--- src/rtl/grid_pkg.sv ---
// Shared definitions for the 4x4 stencil grid run controller: geometry, init sources and FSM states.
`timescale 1ns/1ps
package grid_pkg;
    localparam int GRID_N = 4;
    localparam int CELLS  = GRID_N * GRID_N;
    localparam int CELL_W = 8;

    localparam logic [3:0] CENTRE_0 = 4'd5;
    localparam logic [3:0] CENTRE_1 = 4'd6;
    localparam logic [3:0] CENTRE_2 = 4'd9;
    localparam logic [3:0] CENTRE_3 = 4'd10;

    localparam logic [1:0] SEL_ZERO   = 2'd0;
    localparam logic [1:0] SEL_PRESET = 2'd1;
    localparam logic [1:0] SEL_LOAD   = 2'd2;

    typedef enum logic [2:0] {
        ST_IDLE,
        ST_INIT,
        ST_STEP,
        ST_SETTLE,
        ST_READ,
        ST_DONE
    } state_t;

    function automatic logic is_centre(input logic [3:0] addr);
        return (addr == CENTRE_0) || (addr == CENTRE_1) ||
               (addr == CENTRE_2) || (addr == CENTRE_3);
    endfunction
endpackage

--- src/rtl/grid_preset_rom.sv ---
// Initial cell value for the zero and semi-Gaussian sources; external loads bypass this table.
`timescale 1ns/1ps
module grid_preset_rom
    import grid_pkg::*;
#(
    parameter int           W    = CELL_W,
    parameter logic [W-1:0] PEAK = 8'h10
) (
    input  logic [3:0]   addr,
    input  logic [1:0]   sel,
    output logic [W-1:0] data
);
    always_comb begin
        data = '0;
        if (sel == SEL_PRESET && is_centre(addr)) begin
            data = PEAK;
        end
    end
endmodule

--- src/rtl/grid_sim_sequencer.sv ---
// Run controller: initialises the grid, pulses the update datapath ITER times, then streams the
// 16 cells out over a valid/ready port.
`timescale 1ns/1ps
module grid_sim_sequencer
    import grid_pkg::*;
#(
    parameter int           W      = CELL_W,
    parameter logic [W-1:0] PEAK   = 8'h10,
    parameter int           SETTLE = 2
) (
    input  logic         clk,
    input  logic         rst_n,
    input  logic         start,
    input  logic [1:0]   init_sel,
    input  logic [7:0]   iter_count,
    input  logic         ld_valid,
    input  logic [W-1:0] ld_data,
    output logic         ld_ready,
    output logic         init_we,
    output logic [3:0]   init_addr,
    output logic [W-1:0] init_data,
    output logic         step_en,
    output logic [3:0]   rd_addr,
    input  logic [W-1:0] rd_data,
    output logic         out_valid,
    output logic [W-1:0] out_data,
    input  logic         out_ready,
    output logic         busy,
    output logic         done,
    output logic [7:0]   steps_done
);
    localparam logic [3:0] LAST_CELL   = 4'(CELLS - 1);
    localparam logic [3:0] SETTLE_LAST = 4'(SETTLE - 1);

    state_t       state_q, state_d;
    logic [1:0]   sel_q, sel_d;
    logic [7:0]   iter_q, iter_d;
    logic [7:0]   steps_q, steps_d;
    logic [3:0]   cell_q, cell_d;
    logic [3:0]   rd_addr_q, rd_addr_d;
    logic [3:0]   settle_q, settle_d;
    logic [W-1:0] preset_data;

    grid_preset_rom #(.W(W), .PEAK(PEAK)) u_preset_rom (
        .addr (cell_q),
        .sel  (sel_q),
        .data (preset_data)
    );

    always_ff @(posedge clk) begin
        if (!rst_n) begin
            state_q   <= ST_IDLE;
            sel_q     <= SEL_ZERO;
            iter_q    <= '0;
            steps_q   <= '0;
            cell_q    <= '0;
            rd_addr_q <= '0;
            settle_q  <= '0;
        end else begin
            state_q   <= state_d;
            sel_q     <= sel_d;
            iter_q    <= iter_d;
            steps_q   <= steps_d;
            cell_q    <= cell_d;
            rd_addr_q <= rd_addr_d;
            settle_q  <= settle_d;
        end
    end

    always_comb begin
        state_d   = state_q;
        sel_d     = sel_q;
        iter_d    = iter_q;
        steps_d   = steps_q;
        cell_d    = cell_q;
        rd_addr_d = rd_addr_q;
        settle_d  = settle_q;
        ld_ready  = 1'b0;
        init_we   = 1'b0;
        init_addr = '0;
        init_data = '0;
        step_en   = 1'b0;
        out_valid = 1'b0;
        busy      = (state_q != ST_IDLE);
        done      = 1'b0;

        unique case (state_q)
            ST_IDLE: begin
                if (start) begin
                    // The reserved source code behaves exactly like zeros.
                    sel_d     = (init_sel == 2'd3) ? SEL_ZERO : init_sel;
                    iter_d    = iter_count;
                    steps_d   = '0;
                    cell_d    = '0;
                    rd_addr_d = '0;
                    state_d   = ST_INIT;
                end
            end
            ST_INIT: begin
                init_addr = cell_q;
                if (sel_q == SEL_LOAD) begin
                    ld_ready  = 1'b1;
                    init_we   = ld_valid;
                    init_data = ld_data;
                end else begin
                    init_we   = 1'b1;
                    init_data = preset_data;
                end
                if (init_we) begin
                    cell_d = cell_q + 4'd1;
                    if (cell_q == LAST_CELL) begin
                        state_d = (iter_q != '0) ? ST_STEP : ST_READ;
                    end
                end
            end
            ST_STEP: begin
                step_en  = 1'b1;
                steps_d  = steps_q + 8'd1;
                settle_d = '0;
                // Every pulse, including the final one, is followed by the settle gap.
                if (SETTLE != 0) begin
                    state_d = ST_SETTLE;
                end else if (steps_d == iter_q) begin
                    state_d = ST_READ;
                end
            end
            ST_SETTLE: begin
                settle_d = settle_q + 4'd1;
                if (settle_q == SETTLE_LAST) begin
                    state_d = (steps_q == iter_q) ? ST_READ : ST_STEP;
                end
            end
            ST_READ: begin
                out_valid = 1'b1;
                if (out_ready) begin
                    rd_addr_d = rd_addr_q + 4'd1;
                    if (rd_addr_q == LAST_CELL) begin
                        state_d = ST_DONE;
                    end
                end
            end
            ST_DONE: begin
                done    = 1'b1;
                state_d = ST_IDLE;
            end
            default: state_d = ST_IDLE;
        endcase
    end

    assign rd_addr    = rd_addr_q;
    assign out_data   = out_valid ? rd_data : '0;
    assign steps_done = steps_q;
endmodule

--- config.mk ---
export PLATFORM = sky130hd
export DESIGN_NAME = grid_sim_sequencer
export DESIGN_NICKNAME = d
export VERILOG_FILES = /design/src/rtl/grid_pkg.sv /design/src/rtl/grid_preset_rom.sv /design/src/rtl/grid_sim_sequencer.sv
export SDC_FILE = /design/constraint.sdc
export NUM_CORES = 1
export LEC_CHECK = 0
export ABC_AREA = 1
export CORE_UTILIZATION = 35
export CTS_CLUSTER_SIZE = 30
export DETAILED_ROUTE_END_ITERATION = 10
export PLACE_DENSITY = 0.75
export SETUP_SLACK_MARGIN = 0.02
export SKIP_LAST_GASP = 1
export SLEW_MARGIN = 20
export SYNTH_ARGS = -nofsm -noshare
export SYNTH_HDL_FRONTEND = slang
export SYNTH_HIERARCHICAL = 1
export SYNTH_SLANG_ARGS = --single-unit
--- constraint.sdc ---
create_clock -name clk -period 2.7 [get_ports clk]
set_input_delay 0.81 -clock clk [delete_from_list [all_inputs] [get_ports clk]]
set_output_delay 0.81 -clock clk [all_outputs]
set_load 0.005 [all_outputs]
# ---- After elaboration in Yosys (flattened, before gate mapping)
# Cells that the tools add are included.
dict set report word_totals {
  regBits 33
  latch_bits 0
  mem_bits_rw 0
  romBits 0
  inputBits 31
  word_cells 80
  mem_count 0
}
dict set report classes {
  n_addsub 4
  n_mul 0
  n_div 0
  n_lt_le_gt_ge 0
  n_eq_ne 22
  shift 0
  muxes 31
  bitwise 0
  reduce_logical 16
}
# operator n
set op_table {}
lappend op_table {{8-bit two-way mux} 4}
lappend op_table {{3-bit two-way mux} 8}
lappend op_table {{4-bit one-hot mux with 2 select lines} 3}
lappend op_table {{4-bit == test (second input constant)} 4}
lappend op_table {{4-bit two-way mux} 4}
lappend op_table {{8-bit one-hot mux with 2 select lines} 1}
lappend op_table {{3-bit one-hot mux with 5 select lines} 1}
lappend op_table {{4-bit by 1-bit adder with 4-bit output (second input constant)} 3}
lappend op_table {{2-bit inequality test (second input constant)} 6}
lappend op_table {{8-bit by 1-bit adder with 8-bit output (second input constant)} 1}
lappend op_table {{4-bit by 3-bit == test with 1-bit output (second input constant)} 2}
lappend op_table {{8-bit == test} 1}
lappend op_table {{1-bit two-way mux} 8}
lappend op_table {{2-bit nonzero test} 4}
lappend op_table {{8-bit nonzero test} 1}
lappend op_table {{3-bit by 2-bit == test with 1-bit output (second input constant)} 2}
lappend op_table {{3-bit == test (second input constant)} 2}
lappend op_table {{3-bit AND reduction} 2}
lappend op_table {{6-bit AND reduction} 1}
lappend op_table {{5-bit two-way mux} 1}
lappend op_table {{2-bit == test (second input constant)} 2}
lappend op_table {{4-bit by 1-bit == test with 1-bit output (second input constant)} 1}
lappend op_table {{2-bit AND reduction} 2}
lappend op_table {{3-bit by 1-bit == test with 1-bit output (second input constant)} 1}
lappend op_table {{other kinds (6)} 8}

# ---- Depth between registers and ports, before layout
dict set report depth {
  ltp_word 8
  depth_mapped 10
  mapped_depth_nobuf 10
}

# ---- Cells and area by module
# Netlist, hierarchy kept.
# mod n_inst cells_per_inst area_each_um2
set modules_own_cells {}
lappend modules_own_cells {grid_sim_sequencer 1 302 1953.1}
lappend modules_own_cells {grid_preset_rom 1 21 108.9}

# ---- Least setup slack after synthesis
# OpenSTA, ideal clock, no wires.
dict set report synth_path {
  path_kind {input to output}
  startpoint {input port ld_data[0]}
  endpoint {output port init_data[0]}
  arrival_time_ns 1.007
  slack_ns 0.883
  path_stages 2
  path_buffers 0
  cell_sequence {nand2_1 -> a21oi_1}
}
dict set report synth_via {
  elab_chain_cells 2
}
# element line_no
set synth_rtl {}
lappend synth_rtl {{from (decl)} grid_sim_sequencer.sv:17} ;# input logic [W-1:0] ld_data,
lappend synth_rtl {{8-bit two-way mux} grid_sim_sequencer.sv:101} ;# if (sel_q == SEL_LOAD) begin
lappend synth_rtl {{8-bit two-way mux} grid_sim_sequencer.sv:87} ;# unique case (state_q)
lappend synth_rtl {{to (decl)} grid_sim_sequencer.sv:21} ;# output logic [W-1:0] init_data,
# No other way between the ends.

# ---- Worst setup path after layout
dict set report layout_path {
  startpoint {register state_q[1]}
  endpoint {output port init_addr[0]}
}
dict set report layout_via {
  elab_chain_cells 2
}
# element line_no
set layout_rtl {}
lappend layout_rtl {{from (decl)} grid_sim_sequencer.sv:35} ;# state_t state_q, state_d;
lappend layout_rtl {{from (signal assigned)} grid_sim_sequencer.sv:60} ;# state_q <= state_d;
lappend layout_rtl {{3-bit by 1-bit == test with 1-bit output} grid_sim_sequencer.sv:87}
lappend layout_rtl {{4-bit two-way mux} grid_sim_sequencer.sv:87}
lappend layout_rtl {{to (decl)} grid_sim_sequencer.sv:20} ;# output logic [3:0] init_addr,
# No other way between the ends.

==> results.md <==
- The mapped netlist covers between 2000 and 2500 um2.
- The post-detailed-route wirelength per cell is about 11 um.
- TritonCTS built the clock tree.
- The total power density per cell area is around 710 nW/um2.
- For the pin with the worst max-slew slack, the measured transition is around 530 ps.
- The total via count in the routed design is 2,139.
- Routability-driven placement finished with a final weighted congestion of between 0.8 and 0.9.
- The max-capacitance violation count is 0.
- At the later pin of the worst-skew pair, clock insertion delay measures between 200 and 300 ps.
- The antenna violation net count after detailed routing is 0.
- The placeable core region is 5610 um2.
- The smallest setup slack after layout is ~180 ps.
- 69 I/O pins were placed.
- CTS built an H-tree with a depth of 2.
- The detailed-router iteration count before antenna repair is 4.
- The area growth from synthesis to layout is 40.5%.
- In this run, the number of DRC markers left after iteration 0 of detailed routing was 64.
- The floorplan step defined a die boundary enclosing 6200 um2.
- The master cell of the clock root buffer is sky130_fd_sc_hd__clkbuf_8.
- After layout, the minimum clock period comes to 2520 ps.
- The largest net degree at the start of global routing is 21.
- The worst-case IR drop observed on VDD is 0.000471 V.
- Between clock sinks in the finished design, the worst skew comes to 11.0 ps.
- The number of instances in the placed design is between 400 and 500.
- The flow ran to the end, and the final reports show no timing, DRC or antenna violations.
- The initial antenna violation count is 0.
- In the synthesized netlist, the number of instances is roughly 320.
- The setup fix buffers added after clock tree synthesis is 0.
- The cell taking the most area after synthesis is sky130_fd_sc_hd__dfxtp_1.
- The count of filler cells inserted in the layout is a little under 600.
- The first global-routing pass estimated 8240 um of wire.
- The final layout contains 431 nets.
- The post-placement setup slack is -114 ps.
- The worst relative slew slack is 0.646.
- The multi-input combinational cells in the finished layout cover a total of between 1000 and 1500 um2.
- The xor/xnor cell area share of the yosys netlist is 0.0255.
- The worst path arrival time is approximately 1700 ps.
- The main combinational cell family by area after synthesis is simple AND/OR/NAND/NOR gates.
- The clock transition at the registers of the reported paths is roughly 70 ps.
- The worst hold-check path type is reg2reg.
- The count of inserted antenna diode cells is 0.
- Total power for the finished layout comes to between 2 and 2.5 mW.
- In this run the vertical extent of the chip is 78.8 um.
- The total count of max-transition violations in the final report came to 0.
- The synthesized area divided by synthesized cell count is around 6.4 um2.
- Across every metal layer, demand over resource in global routing totals 0.167.
- In the routed design, unresolved DRC markers number 0.
- The via count of the first global-routing pass is 1,862.
- Of the post-synthesis cell area, the dominant cell type holds 0.320.
- The die is about 79 um wide.
- The share of the yosys chip area belonging to registers is 0.320.
- In this run the core area contains 27 standard-cell rows.
- The highest clock frequency the design can meet is 396 MHz.
- Of the total synthesized cell area, the portion taken by full adders, half adders and majority gates is 0.0303.
- The final total negative setup slack is 0 ps.
- The initial standard-cell utilization of the core is 0.368.
- The final hold violation count is 0.
- The leftover overflow at the end of global routing is 0.
- Dividing the final minimum period by the clock period gives 0.934.
- Counting the buffers created by CTS gives 5.
- The half-perimeter wire length after placement is 3830 um.
- Sorting the synthesized cells by area gives the leading types as sky130_fd_sc_hd__dfxtp_1, sky130_fd_sc_hd__nand2_1, sky130_fd_sc_hd__inv_1, sky130_fd_sc_hd__a21oi_1, sky130_fd_sc_hd__nor2_1.
- The number of storage elements in the synthesis netlist is 33.
- The final non-filler cell total is between 400 and 500.
- The count of input and output buffers is between 60 and 70.
- Synthesis instantiated 30 different standard cells from the library.
- The placed instances occupy a cell area of about 2800 um2.
- The analysis attributes to cell leakage a power of around 1.3 nW.
- The deepest clock path buffer count is 2.
- The summed area of non-filler cells in the final layout is between 2000 and 3000 um2.
- Of the post-synthesis cell area, the part taken by muxes is 0.
- Registers take ~660 um2.
- The required time of the critical path is 1890 ps.
- The share of the core filled with cells is 0.517.
- The worst setup path is captured at a primary output.
- The fraction of the mapped netlist area in simple logic gates is 0.295.
- The worst hold-check slack is between 400 and 500 ps.
- The worst setup path is launched from a flip-flop.
- The area fraction in compound gates after synthesis came to 0.175.
- After clock tree synthesis, the flow added hold-fix buffers numbering 0.
- The number of warnings issued by yosys is 6.
- In the final layout, the share of cells above drive strength 1 is 0.0859.
- The tree built by TritonCTS fans out to 33 sinks.
- The final wirelength is roughly 5000 um.
- The path type of the worst setup path is reg2out.
- Setup repair after global routing left no endpoint under its margin.
- In this run the worst path has a maximum fanout of 18.
- Dividing the detail-routed via count by the number of cells gives approximately 4.6.
- Setup violations remaining at the end of the flow were counted as 0.
registers in the layout, summed over array words and instances (netlist names):
| name | flops |
|---|---|
| cell_q | 4 |
| iter_q | 8 |
| rd_addr | 4 |
| sel_q | 2 |
| settle_q | 4 |
| state_q | 3 |
| steps_done | 8 |
cell usage in the layout, fill, tap and decap left out, drive strengths merged, types with 2 or more instances in the layout:
cell type	n
nand2	76
inv	58
clkdlybuf4s50	51
nor2	46
a21oi	36
dfxtp	33
o21ai	20
dlygate4sd2	17
nand3	13
conb	7
clkbuf	7
xnor2	5
ha	5
buf	5
nand4	4
nor3	3
a221oi	3
a211oi	2
timing repair:
action / 4_1_cts / 5_1_grt
resized for setup: 17 / 2
setup endpoints to repair: 17 / 2
hold endpoints to repair: 0 / 0
cell families after synthesis:
logic type | after synthesis
compound gates | 63
buf+inv | 72
other cells | 1
xor+xnor | 6
fa+ha+maj | 5
simple gates | 143
flops | 33
synth_stat cells:
cell and number:
sky130_fd_sc_hd__o41ai_2 1, sky130_fd_sc_hd__clkinv_1 1, sky130_fd_sc_hd__nand3b_1 1, sky130_fd_sc_hd__inv_2 5, sky130_fd_sc_hd__nor2_1 37, sky130_fd_sc_hd__nand4_1 4
sky130_fd_sc_hd__xnor2_1 5, sky130_fd_sc_hd__inv_1 52, sky130_fd_sc_hd__nor2_2 8, sky130_fd_sc_hd__a211oi_1 2, sky130_fd_sc_hd__o21ai_0 19, sky130_fd_sc_hd__a221oi_2 2
sky130_fd_sc_hd__clkbuf_1 1, sky130_fd_sc_hd__ha_1 5, sky130_fd_sc_hd__nand3_1 13, sky130_fd_sc_hd__nor3_1 3, sky130_fd_sc_hd__a21oi_1 36, sky130_fd_sc_hd__nand2_1 72
sky130_fd_sc_hd__buf_6 2, sky130_fd_sc_hd__a221oi_1 1, sky130_fd_sc_hd__a32o_1 1, sky130_fd_sc_hd__o21ai_1 1, sky130_fd_sc_hd__nand2_2 4, sky130_fd_sc_hd__buf_4 7
sky130_fd_sc_hd__xor2_1 1, sky130_fd_sc_hd__buf_2 2, sky130_fd_sc_hd__conb_1 1, sky130_fd_sc_hd__dfxtp_1 33, sky130_fd_sc_hd__nor2_4 1, sky130_fd_sc_hd__buf_1 2
report_power, final:
group          leakage [nW]  switching (mW)  total (mW)  internal, mW
logic                 0.963           0.543       0.910         0.366
clock network        0.0585           0.180       0.480         0.301
registers             0.269          0.0867       0.654         0.568
total                  1.29           0.810        2.04          1.23
worst paths after layout:
kind | from | end | slack [ps] | depth (start not counted)
max | state_q[1] | init_addr[0] | 180 | 4
min | settle_q[3] | settle_q[3] | 470 | 2
max reg2reg | state_q[0] | steps_done[7] | 1080 | 10
min reg2reg | settle_q[3] | settle_q[3] | 470 | 2
layout make-up:
type                    instances  area share
flip-flops and latches         33       0.228
clock buffers                   7      0.0298
clock inverters                 1      0.0104
repair buffers                 73       0.241
well taps                      72      0.0311
multi-input cells             224       0.385
inverters                      58      0.0752
metal layers:
| layer | up-vias | share of wire | GRT usage |
|---|---|---|---|
| li1 | 1148 | - | - |
| met1 | 924 | 0.47 | 0.203 |
| met2 | 60 | 0.46 | 0.282 |
| met3 | 7 | 0.060 | 0.0345 |
| met4 | 0 | 0.016 | 0.0722 |
| met5 | - | 0 | 0 |
critical path: stages, from the launching register on:
cell and delay, ps:
sky130_fd_sc_hd__dfxtp_1 360, sky130_fd_sc_hd__nor2_1 220, sky130_fd_sc_hd__nand2_4 180, sky130_fd_sc_hd__nor2_1 140, sky130_fd_sc_hd__clkdlybuf4s50_1 520
(Power assumes the default switching activity.)
